**config.mk**
```make
export PLATFORM = sky130hd
export DESIGN_NAME = timer_cfg_sched_flat
export DESIGN_NICKNAME = d
export VERILOG_FILES = /design/src/rtl/timer_cfg_sched_if.sv /design/src/rtl/timer_cfg_sched.sv /design/src/flat_wrapper.sv
export SDC_FILE = /design/constraint.sdc
export NUM_CORES = 1
export LEC_CHECK = 0
export CAP_MARGIN = 20
export CORE_MARGIN = 2
export CORE_UTILIZATION = 48
export CTS_BUF_LIST = sky130_fd_sc_hd__clkbuf_4
export DETAILED_ROUTE_END_ITERATION = 7
export GPL_ROUTABILITY_DRIVEN = 0
export HOLD_SLACK_MARGIN = 0.06
export PLACE_DENSITY = 0.89
export SLEW_MARGIN = 20
export SYNTH_ARGS = -nofsm -noshare
export SYNTH_HDL_FRONTEND = slang
export SYNTH_SLANG_ARGS = --single-unit
```
**constraint.sdc**
```tcl
create_clock -name clk -period 2.1 [get_ports clk]
set_input_delay 0.42 -clock clk [delete_from_list [all_inputs] [get_ports clk]]
set_output_delay 0.42 -clock clk [all_outputs]
set_load 0.05 [all_outputs]
```
**src/rtl/timer_cfg_sched_if.sv**
```systemverilog
// timer_cfg_sched_if: config/debug inputs and counter-control outputs of the timer config sequencer
interface timer_cfg_sched_if;
  logic       cfg_wr;
  logic       cfg_timer_en;
  logic       cfg_div_en;
  logic [3:0] cfg_div_val;
  logic       dbg_mode;
  logic       dbg_halt_req;
  logic       cnt_en;
  logic       timer_en;
  logic       div_en;
  logic [3:0] div_val;
  logic       halt_req;
  logic       dbg_halt_ack;
  logic       cfg_busy;
  logic       cfg_err;
  modport master (
    output cfg_wr, cfg_timer_en, cfg_div_en, cfg_div_val, dbg_mode, dbg_halt_req, cnt_en,
    input  timer_en, div_en, div_val, halt_req, dbg_halt_ack, cfg_busy, cfg_err
  );
  modport slave (
    input  cfg_wr, cfg_timer_en, cfg_div_en, cfg_div_val, dbg_mode, dbg_halt_req, cnt_en,
    output timer_en, div_en, div_val, halt_req, dbg_halt_ack, cfg_busy, cfg_err
  );
endinterface

```
**src/rtl/timer_cfg_sched.sv**
```systemverilog
// timer_cfg_sched: sequences config writes and debug halt onto the counter-control inputs
module timer_cfg_sched #(
  parameter int DIV_MAX = 8
) (
  input logic               clk,
  input logic               rst,
  timer_cfg_sched_if.slave  bus
);
  typedef enum logic [1:0] {IDLE, RUN, HALT} state_t;
  state_t     state_q, state_d;
  logic       timer_en_q, timer_en_d, div_en_q, div_en_d, halt_req_q, halt_req_d;
  logic       ack_q, ack_d, pend_q, pend_d, pend_en_q, pend_en_d, err_q, err_d;
  logic [3:0] div_val_q, div_val_d, pend_val_q, pend_val_d;
  logic       halt_eff, wr_bad, wr_ok, apply;
  assign halt_eff = bus.dbg_mode & bus.dbg_halt_req;
  assign wr_bad   = bus.cfg_wr & bus.cfg_div_en & (bus.cfg_div_val > 4'(DIV_MAX));
  assign wr_ok    = bus.cfg_wr & ~wr_bad;
  // Pending only lands on an unfrozen prescaler boundary
  assign apply    = pend_q & bus.cnt_en & ~halt_req_q;
  always_comb begin
    state_d    = state_q;
    timer_en_d = timer_en_q;
    halt_req_d = halt_req_q;
    ack_d      = ack_q;
    err_d      = wr_bad;
    pend_en_d  = pend_en_q;
    pend_val_d = pend_val_q;
    div_en_d   = apply ? pend_en_q : div_en_q;
    div_val_d  = apply ? pend_val_q : div_val_q;
    pend_d     = pend_q & ~apply;
    case (state_q)
      IDLE: if (wr_ok) begin
        div_en_d  = bus.cfg_div_en;
        div_val_d = bus.cfg_div_val;
        if (bus.cfg_timer_en) begin
          timer_en_d = 1'b1;
          state_d    = halt_eff ? HALT : RUN;
          halt_req_d = halt_eff;
        end
      end
      default: begin
        state_d    = halt_eff ? HALT : RUN;
        halt_req_d = halt_eff;
        ack_d      = (state_q == HALT) & halt_eff & halt_req_q;
        // Compare against post-apply outputs so a simultaneous write pends only if still different
        if (wr_ok && !bus.cfg_timer_en) begin
          state_d    = IDLE;
          timer_en_d = 1'b0;
          div_en_d   = bus.cfg_div_en;
          div_val_d  = bus.cfg_div_val;
          pend_d     = 1'b0;
          halt_req_d = 1'b0;
          ack_d      = 1'b0;
        end else if (wr_ok && {bus.cfg_div_en, bus.cfg_div_val} != {div_en_d, div_val_d}) begin
          pend_d     = 1'b1;
          pend_en_d  = bus.cfg_div_en;
          pend_val_d = bus.cfg_div_val;
        end
      end
    endcase
  end
  always_ff @(posedge clk or posedge rst) begin
    if (rst) begin
      state_q    <= IDLE;
      timer_en_q <= 1'b0;
      div_en_q   <= 1'b0;
      div_val_q  <= 4'd0;
      halt_req_q <= 1'b0;
      ack_q      <= 1'b0;
      pend_q     <= 1'b0;
      pend_en_q  <= 1'b0;
      pend_val_q <= 4'd0;
      err_q      <= 1'b0;
    end else begin
      state_q    <= state_d;
      timer_en_q <= timer_en_d;
      div_en_q   <= div_en_d;
      div_val_q  <= div_val_d;
      halt_req_q <= halt_req_d;
      ack_q      <= ack_d;
      pend_q     <= pend_d;
      pend_en_q  <= pend_en_d;
      pend_val_q <= pend_val_d;
      err_q      <= err_d;
    end
  end
  assign bus.timer_en     = timer_en_q;
  assign bus.div_en       = div_en_q;
  assign bus.div_val      = div_val_q;
  assign bus.halt_req     = halt_req_q;
  assign bus.dbg_halt_ack = ack_q;
  assign bus.cfg_busy     = pend_q;
  assign bus.cfg_err      = err_q;
endmodule

```
**src/flat_wrapper.sv**
```systemverilog
// flat-port wrapper written by rule: the top's interface ports become plain ports
module timer_cfg_sched_flat 
#(
  parameter int DIV_MAX = 8
)
  (clk, rst, bus_cfg_wr, bus_cfg_timer_en, bus_cfg_div_en, bus_cfg_div_val, bus_dbg_mode, bus_dbg_halt_req, bus_cnt_en, bus_timer_en, bus_div_en, bus_div_val, bus_halt_req, bus_dbg_halt_ack, bus_cfg_busy, bus_cfg_err);
  timer_cfg_sched_if bus_i ();
  input logic clk;
  input logic rst;
  input wire logic [$bits(bus_i.cfg_wr)-1:0] bus_cfg_wr;
  input wire logic [$bits(bus_i.cfg_timer_en)-1:0] bus_cfg_timer_en;
  input wire logic [$bits(bus_i.cfg_div_en)-1:0] bus_cfg_div_en;
  input wire logic [$bits(bus_i.cfg_div_val)-1:0] bus_cfg_div_val;
  input wire logic [$bits(bus_i.dbg_mode)-1:0] bus_dbg_mode;
  input wire logic [$bits(bus_i.dbg_halt_req)-1:0] bus_dbg_halt_req;
  input wire logic [$bits(bus_i.cnt_en)-1:0] bus_cnt_en;
  output wire logic [$bits(bus_i.timer_en)-1:0] bus_timer_en;
  output wire logic [$bits(bus_i.div_en)-1:0] bus_div_en;
  output wire logic [$bits(bus_i.div_val)-1:0] bus_div_val;
  output wire logic [$bits(bus_i.halt_req)-1:0] bus_halt_req;
  output wire logic [$bits(bus_i.dbg_halt_ack)-1:0] bus_dbg_halt_ack;
  output wire logic [$bits(bus_i.cfg_busy)-1:0] bus_cfg_busy;
  output wire logic [$bits(bus_i.cfg_err)-1:0] bus_cfg_err;
  assign bus_i.cfg_wr = bus_cfg_wr;
  assign bus_i.cfg_timer_en = bus_cfg_timer_en;
  assign bus_i.cfg_div_en = bus_cfg_div_en;
  assign bus_i.cfg_div_val = bus_cfg_div_val;
  assign bus_i.dbg_mode = bus_dbg_mode;
  assign bus_i.dbg_halt_req = bus_dbg_halt_req;
  assign bus_i.cnt_en = bus_cnt_en;
  assign bus_timer_en = bus_i.timer_en;
  assign bus_div_en = bus_i.div_en;
  assign bus_div_val = bus_i.div_val;
  assign bus_halt_req = bus_i.halt_req;
  assign bus_dbg_halt_ack = bus_i.dbg_halt_ack;
  assign bus_cfg_busy = bus_i.cfg_busy;
  assign bus_cfg_err = bus_i.cfg_err;
  timer_cfg_sched #(.DIV_MAX(DIV_MAX)) u_core (.clk(clk), .rst(rst), .bus(bus_i));
endmodule
```
# Yosys cells after proc, flatten, opt, wreduce, memory -nomap -nowiden
# Cells that the tools add are included.
[op_classes]
order_cmp = 1
eq_ne = 4
n_mux = 25
bitwise = 14
n_reduce_logical = 8
[ops]
columns = ["operator", "count"]
rows = [
  ["1-bit 2-to-1 mux", 16],
  ["4-bit 2-to-1 mux", 4],
  ["2-bit 2-to-1 mux", 5],
  ["1-bit AND", 9],
  ["3-bit AND reduction", 2],
  ["5-bit != test", 1],
  ["1-bit inverter", 5],
  ["4-bit greater-than comparator (second input constant)", 1],
  ["2-bit equality test (second input constant)", 1],
  ["1-bit logical AND", 2],
  ["2-bit logical NOT", 1],
  ["2-bit by 1-bit != test with 1-bit output (second input constant)", 1],
  ["2-bit != test (second input constant)", 1],
  ["2-bit AND reduction", 1],
  ["2-bit nonzero test", 1],
  ["1-bit logical NOT", 1],
]
[word_totals]
reg_bits = 17
inputBits = 12
output_inout_bits = 10
wordCells = 62

# Depth between registers and ports, before layout
# Gate-level depths: netlist (run 1).
[logic_depth]
depth_word = 8
depth_mapped = 6
mapped_depth_nobuf = 6

# Least setup slack after synthesis (run 1)
# Ideal clock, no wire load.
[synth_timing]
path_kind = "reg-to-reg"
startpoint = "register u_core.halt_req_q, in the netlist u_core.bus.halt_req"
endpoint = "register u_core.pend_en_q"
setup_ns = 0.125
arrival_time_ns = 2.011
t_required_ns = 1.975
path_slack_ns = -0.036
path_stages_with_launch = 7
path_buffers = 0
synth_period_minus_slack_ns = 2.136
cell_sequence = "dfrtp_1 > nand3b_4 > mux2i_1 > xnor2_1 > nor3_2 > a21oi_2 > mux2_2"
[synth_between]
elab_chain_cells = 6
word_cells_on_any_way = 7
cone_classes = "1 x eq/ne; 2 x mux; 2 x bitwise; 2 x reduce/logical"
[synth_rtl]
columns = ["item", "line_no", "source"]
rows = [
  ["from (decl)", "timer_cfg_sched.sv:11", "logic timer_en_q, timer_en_d, div_en_q, div_en_d, halt_req_q, halt_req_d;"],
  ["from (signal assigned)", "timer_cfg_sched.sv:79", "halt_req_q <= halt_req_d;"],
  ["1-bit inverter (*)", "timer_cfg_sched.sv:19", "assign apply = pend_q & bus.cnt_en & ~halt_req_q;"],
  ["1-bit AND (*)", "timer_cfg_sched.sv:19", ""],
  ["4-bit 2-to-1 mux or 1-bit 2-to-1 mux (tied branches)", "timer_cfg_sched.sv:29, timer_cfg_sched.sv:28", ""],
  ["5-bit != test (*)", "timer_cfg_sched.sv:54", "end else if (wr_ok && {bus.cfg_div_en, bus.cfg_div_val} != {div_en_d, div_val_d}) begin"],
  ["1-bit logical AND (*)", "timer_cfg_sched.sv:54", ""],
  ["3-bit AND reduction (no source line) (*)", "--", ""],
  ["to (signal assigned)", "timer_cfg_sched.sv:82", "pend_en_q <= pend_en_d;"],
  ["to (decl)", "timer_cfg_sched.sv:12", "logic ack_q, ack_d, pend_q, pend_d, pend_en_q, pend_en_d, err_q, err_d;"],
]
# Mark *: on every way between the ends. The rest lies on a longest branch, timed or not.
# A chain may end at the register's enable or synchronous reset.

# Final worst setup path (run 1)
[layout_timing]
startpoint = "register u_core.halt_req_q, in the netlist u_core.bus.halt_req"
endpoint = "register u_core.pend_val_q[1]"
[layout_between]
elab_chain_cells = 6
word_cells_on_any_way = 7
cone_classes = "1 x eq/ne; 2 x mux; 2 x bitwise; 2 x reduce/logical"
[layout_rtl]
columns = ["item", "line_no", "source"]
rows = [
  ["1-bit inverter (*)", "timer_cfg_sched.sv:19", ""],
  ["1-bit AND (*)", "timer_cfg_sched.sv:19", ""],
  ["4-bit 2-to-1 mux or 1-bit 2-to-1 mux (tied branches)", "timer_cfg_sched.sv:29, timer_cfg_sched.sv:28", ""],
  ["5-bit != test (*)", "timer_cfg_sched.sv:54", ""],
  ["1-bit logical AND (*)", "timer_cfg_sched.sv:54", ""],
  ["3-bit AND reduction (no source line) (*)", "--", ""],
  ["to (signal assigned)", "timer_cfg_sched.sv:83", "pend_val_q <= pend_val_d;"],
  ["to (decl)", "timer_cfg_sched.sv:13", "logic [3:0] div_val_q, div_val_d, pend_val_q, pend_val_d;"],
]
# Marked as above.

==> impl_metrics.tcl, run 1 <==
set metrics [dict create \
    ff2ff_path_depth 6 \
    vias 673 \
    path_buf_inv 0 \
    viasPerCell 5.52 \
    worstPathRequired_ns 2.29 \
    crit_arrival_ns 2.23 \
    yosysMostFrequentCell "dfrtp_1" \
    yosys-top-cells-count "dfrtp_1 (16), a21oi_1 (10), nand2_1 (7), nor2_1 (7), mux2_2 (6)" \
    min_period_ns 2.04 \
    slew_violations 0 \
    slowest_stage "dfrtp_2" \
    slew_headroom_pct 60.0 \
    clock_path_buffers 2 \
    tightest_slew_ns 0.599 \
    die_h_um 44.6 \
    overflow 0 \
    p_sw_w 0.000439 \
    synth_top_area_cell "dfrtp_1" \
    slowest_delay_ns 0.46 \
    hold_viol_final 0 \
    grt_max_degree 17 \
    crit_chain "nand3b_4, mux2i_4, xnor2_2, nor3_2, a21oi_2, mux2_2" \
    final_antenna_net_count 0 \
    cts_setup_buffers 0 \
    min_path_cells 1 \
    worstSetupEndpointType "register" \
    seqPwrFrac_pct 39.9 \
    synth.area.top_cells "dfrtp_1 (51%), mux2_2 (8.6%), a21oi_1 (6.3%), mux2i_1 (6.3%), xnor2_1 (5.5%)" \
    cts_tree "yes" \
    fp.dieArea_um2 1990 \
    wl_per_cell_um 16.4 \
    ios 22 \
    area_growth_pct 50.7 \
    portBuffers 21 \
    worst_hold_slack_ns 0.455 \
    syn_inst 74 \
    p_leak_nw 0.515 \
    max_freq_mhz 491 \
    clk_pin_slew_ns 0.09 \
    swShare_pct 39.2 \
    finalPower_w 0.00112 \
    worstPathMaxFanout 7 \
    place_ws_ns -0.302 \
    timing.max_cap.violations 0 \
    reg2reg_to "u_core.pend_val_q[1]" \
    setup_ws_ns 0.0634 \
    synth_cell_types 22 \
    hpwl_mm 1.29 \
    dp.cells 118 \
    synth_edf_count 0 \
    wl_mm 2.00 \
    die_x_um 44.6 \
    yosysWarnings 0 \
    holdBufCountCts 0 \
    irDropWorstVdd_v 0.000588 \
    start_util_pct 51.8 \
    intPower_w 0.000680 \
    critPathKind "reg2reg" \
    ff2ff_setup_slack_ns 0.06 \
    fin_skew_ns 0.000853 \
    firstDrtPassIters 4 \
    synth_top_area_share_pct 50.7 \
    ys.flop_type "dfrtp_1" \
    finalNonFillerCells 122 \
    powerDensity_nw_per_um2 941 \
    syn_avg_cell_area_um2 10.7 \
    power_frac_comb_pct 44.5 \
    critical_path.top_delay_family "multiplexers" \
    hold_path.class "reg2reg" \
    antenna_found_initial 0 \
    grt_pass1_vias 648 \
    seq_area_frac_synth_pct 50.7 \
    finalSetupViolCount 0 \
    grt_pass1_wl_mm 2.73 \
    synthArstFlopShare_pct 100 \
    drcViolationCount 0 \
    status "finished clean" \
    synth.cell_area_um2 790 \
    reg2reg_from "u_core.bus.halt_req" \
    min_from "u_core.state_q[0]" \
    start_kind "register" \
    clock_sinks 16 \
    core_area_um2 1520 \
    h-tree-depth 1 \
    clockRootBuffer "clkbuf_4" \
    pwr-share-clk_pct 15.5 \
    synth_nets 86 \
    synth.ff_latch_count 16 \
    finalCritPeriodShare_pct 97.0 \
    nets 119 \
    row_count 14 \
    grt.total_usage_pct 19.1 \
    drtIter0Drc 24 \
    layout-drive-gt1-share_pct 29.2 \
    antenna_cells 0 \
    holdPathEnd "u_core.bus.dbg_halt_ack" \
    cts_made_buffers 3 \
    clkLatencyLatePin_ns 0.30 \
]
-- logic make-up (layout without fill, tap and decap cells) --
logic type                after synthesis  after routing  share of synthesized area (%)
and+or+nand+nor                        23             23                           15.8
AOI/OAI and AO/OA                      16             16                           11.6
DFF                                    16             16                           50.7
muxes                                  11             11                           14.9
xor gates and xnor gates                5              5                           5.55
buffers and inverters                   3             35                           1.43
-- layout by cell type (no fill, tap or decap), drive strengths merged --
| cell type | instances |
|---|---|
| mux2 | 6 |
| dlymetal6s2s | 1 |
| nand3 | 1 |
| nor2 | 7 |
| nand4 | 1 |
| nand2 | 7 |
| clkbuf | 3 |
| nand3b | 1 |
| mux2i | 5 |
| nor3 | 2 |
| or2 | 1 |
| nand2b | 2 |
| nor3b | 1 |
| buf | 8 |
| inv | 2 |
| a32oi | 1 |
| a21oi | 11 |
| o21ai | 2 |
| a31oi | 1 |
| xnor2 | 5 |
| clkinv | 1 |
| o21a | 1 |
| clkdlybuf4s50 | 20 |
| dfrtp | 16 |
-- registers in the layout, summed over array words and instances, names as in the netlist --
register,cells
u_core.state_q,1
u_core.bus.div_en,1
u_core.bus.dbg_halt_ack,1
u_core.bus.halt_req,1
u_core.bus.cfg_busy,1
u_core.bus.cfg_err,1
u_core.pend_val_q,4
u_core.pend_en_q,1
u_core.bus.timer_en,1
u_core.bus.div_val,4
-- per-layer routing --
metal	up-vias	GRT usage (%)	part of all wire (%)	routed length [um]
li1	328	-	-	-
met3	2	3.67	3.1	61
met4	0	9.09	1.3	25
met5	-	0	0	0
met2	14	30.1	50	1010
met1	329	25.1	45	903
-- per-stage QoR --
stage / instance area (um^2) / setup TNS (ns) / utilization (%)
5_1_grt: 1190 / -0.0548 / 78.1
2_1_floorplan: 791 / 0 / -
3_5_place_dp: 1080 / -1.50 / 70.7
6_report: 1190 / 0 / 78.1
4_1_cts: 1100 / 0 / 72.4
3_3_place_gp: 1080 / -1.19 / 70.7
-- power by group through the flow --
stage / Clock, W / Combinational, W / Sequential, W
floorplan: 0 / 0.000161 / 0.000533
detailed placement: 0 / 0.000432 / 0.000426
global route: 0.000182 / 0.000522 / 0.000454
global placement: 0 / 0.000421 / 0.000421
CTS: 0.000175 / 0.000434 / 0.000419
finish: 0.000174 / 0.000499 / 0.000447
-- how the worst max path moves through the flow --
stage / start / endpoint / slack [ns] / cells after the start
after floorplan: u_core.bus.cfg_busy / u_core.pend_en_q / 0.07 / 6
after global placement: bus_cnt_en / u_core.pend_val_q[1] / -0.24 / 7
after detailed placement: bus_cnt_en / u_core.pend_val_q[1] / -0.30 / 7
after CTS: bus_cnt_en / u_core.pend_val_q[1] / 0.009 / 7
after global routing: u_core.bus.halt_req / u_core.pend_val_q[0] / -0.02 / 6
final: u_core.bus.halt_req / u_core.pend_val_q[1] / 0.06 / 6
-- final cells by class --
type                       count  area, um^2
sequential                    16         402
multi-input combinational     55         462
inverter                       2        7.51
timing repair buffer          29         273
clock inverter                 1        3.75
fill                         103         334
tap                           16        20.0
clock buffer                   3        22.5
-- what timing repair did --
action / CTS / global route
endpoints found under the setup margin: 0 / 5
hold endpoints to repair: 0 / 0
resized for setup: 0 / 14
Note: power is estimated with default switching activity, not from simulation.
==> run 2, diff against run 1 <==
Settings changed: RECOVER_POWER from default to 25.
==> run 2 against run 1 <==
Against the previous run:
- sequential cell count stayed put
- largest power group unchanged
- worst hold slack hardly changed
- critical endpoint unchanged
- highest routed layer unchanged
- critical path depth stayed put
==> impl_metrics.tcl, run 2 (synthesis gave the netlist of run 1 again) <==
set metrics [dict create \
    wl_met1_um 897 \
    layout_common_cells "clkdlybuf4s50_1 (19), dfrtp_1 (15), a21oi_1 (10)" \
    cts_made_buffers 3 \
    final_antenna_net_count 0 \
    start_util_pct 51.8 \
    finalPower_w 0.00112 \
    overflow 0 \
    top_layer_used "met4" \
    hpwl_mm 1.29 \
    grt_pass1_wl_mm 2.73 \
    critical_path.top_delay_family "multiplexers" \
    fin_skew_ns 0.000736 \
    fillerInstances 103 \
    start_kind "register" \
    cts_setup_buffers 0 \
    worst_hold_slack_ns 0.455 \
    min_period_ns 2.04 \
    vias 676 \
    fp.dieArea_um2 1990 \
    grt_pass1_vias 648 \
    critPathKind "reg2reg" \
    wl_per_cell_um 16.4 \
    grt_max_degree 17 \
    crit_chain "nand3b_4, mux2i_4, xnor2_2, nor3_2, a21oi_2, mux2_2" \
    slew_headroom_pct 60.1 \
    ios 22 \
    clock_sinks 16 \
    layout-drive-gt1-share_pct 29.2 \
    clkLatencyLatePin_ns 0.30 \
    crit_arrival_ns 2.23 \
    worstSetupEndpointType "register" \
    drtIter0Drc 24 \
    irDropWorstVdd_v 0.000588 \
    worstPathMaxFanout 7 \
    finalCritPeriodShare_pct 97.0 \
    area_growth_pct 50.7 \
    reg2reg_from "u_core.bus.halt_req" \
    grt.total_usage_pct 19.1 \
    timing.max_cap.violations 0 \
    hold_viol_final 0 \
    cp-startpoint "u_core.bus.halt_req" \
    portBuffers 21 \
    slowest_stage "dfrtp_2" \
    powerDensity_nw_per_um2 940 \
    clk_pin_slew_ns 0.09 \
    slew_violations 0 \
    worstPathRequired_ns 2.29 \
    antenna_found_initial 0 \
    tightest_slew_ns 0.598 \
    die_x_um 44.6 \
    status "finished clean" \
    viasPerCell 5.54 \
    firstDrtPassIters 4 \
    clock_path_buffers 2 \
    final_area_um2 1190 \
    nets 119 \
    wl_met2_mm 1.01 \
    cts_tree "yes" \
    p_leak_nw 0.515 \
    row_count 14 \
    drcViolationCount 0 \
    min_from "u_core.state_q[0]" \
    slowest_delay_ns 0.46 \
    wl_mm 2.00 \
    antenna_cells 0 \
    placed_area_um2 1080 \
    dr_wl_met3_um 65 \
    h-tree-depth 1 \
    max_freq_mhz 491 \
    core_area_um2 1520 \
    hold_path.class "reg2reg" \
    final_common_cell "clkdlybuf4s50_1" \
    place_ws_ns -0.302 \
    finalSetupViolCount 0 \
    clockRootBuffer "clkbuf_4" \
    holdBufCountCts 0 \
    setup_ws_ns 0.0624 \
    path_buf_inv 0 \
    die_h_um 44.6 \
]
[run 2: per-stage QoR]
stage                     cells  util (%)  TNS [ns]
after floorplan              74         -         0
after global placement      118      70.7     -1.19
after detailed placement    118      70.7     -1.50
after CTS                   122      72.4         0
after global routing        122      78.1   -0.0548
final                       122      78.1         0
[run 2: layout make-up]
type	count	area, um^2	share of cell area, %
clock buffer	3	22.5	1.89
clock inverter	1	3.75	0.315
inverter	2	7.51	0.631
multi-input combinational	55	462	38.8
sequential	16	402	33.8
tap	16	20.0	1.68
timing repair buffer	29	273	22.9
[run 2: power breakdown]
group	switching, W	internal [W]	total [W]
Clock	0.000104	0.0000694	0.000174
Combinational	0.000265	0.000234	0.000498
Sequential	0.0000698	0.000377	0.000447
Total	0.000439	0.000680	0.00112
[run 2: final timing paths]
path	end	slack, ns	cells past startpoint
worst max-delay path	u_core.pend_val_q[1]	0.06	6
worst min-delay path	u_core.bus.dbg_halt_ack	0.45	1
worst max register to register	u_core.pend_val_q[1]	0.06	6
worst min register to register	u_core.bus.dbg_halt_ack	0.45	1
max in group asynchronous	u_core.bus.halt_req	1.06	2
min in group asynchronous	u_core.pend_en_q	0.61	2
[run 2: worst register-to-register path, cell delays in order, from the launching register on]
cell,delay (ns)
dfrtp_2,0.46
nand3b_4,0.28
mux2i_4,0.27
xnor2_2,0.17
nor3_2,0.08
a21oi_2,0.30
mux2_2,0.38
[run 2: per-layer routing]
| metal | up-vias | track usage (%) |
|---|---|---|
| li1 | 329 | - |
| met3 | 2 | 3.67 |
| met2 | 16 | 30.1 |
| met1 | 329 | 25.1 |
| met5 | - | 0 |
| met4 | 0 | 9.09 |
[run 2: repair_timing]
action / CTS / global route
hold endpoints to repair: 0 / 0
gates resized for setup: 0 / 14
endpoints found under the setup margin: 0 / 5
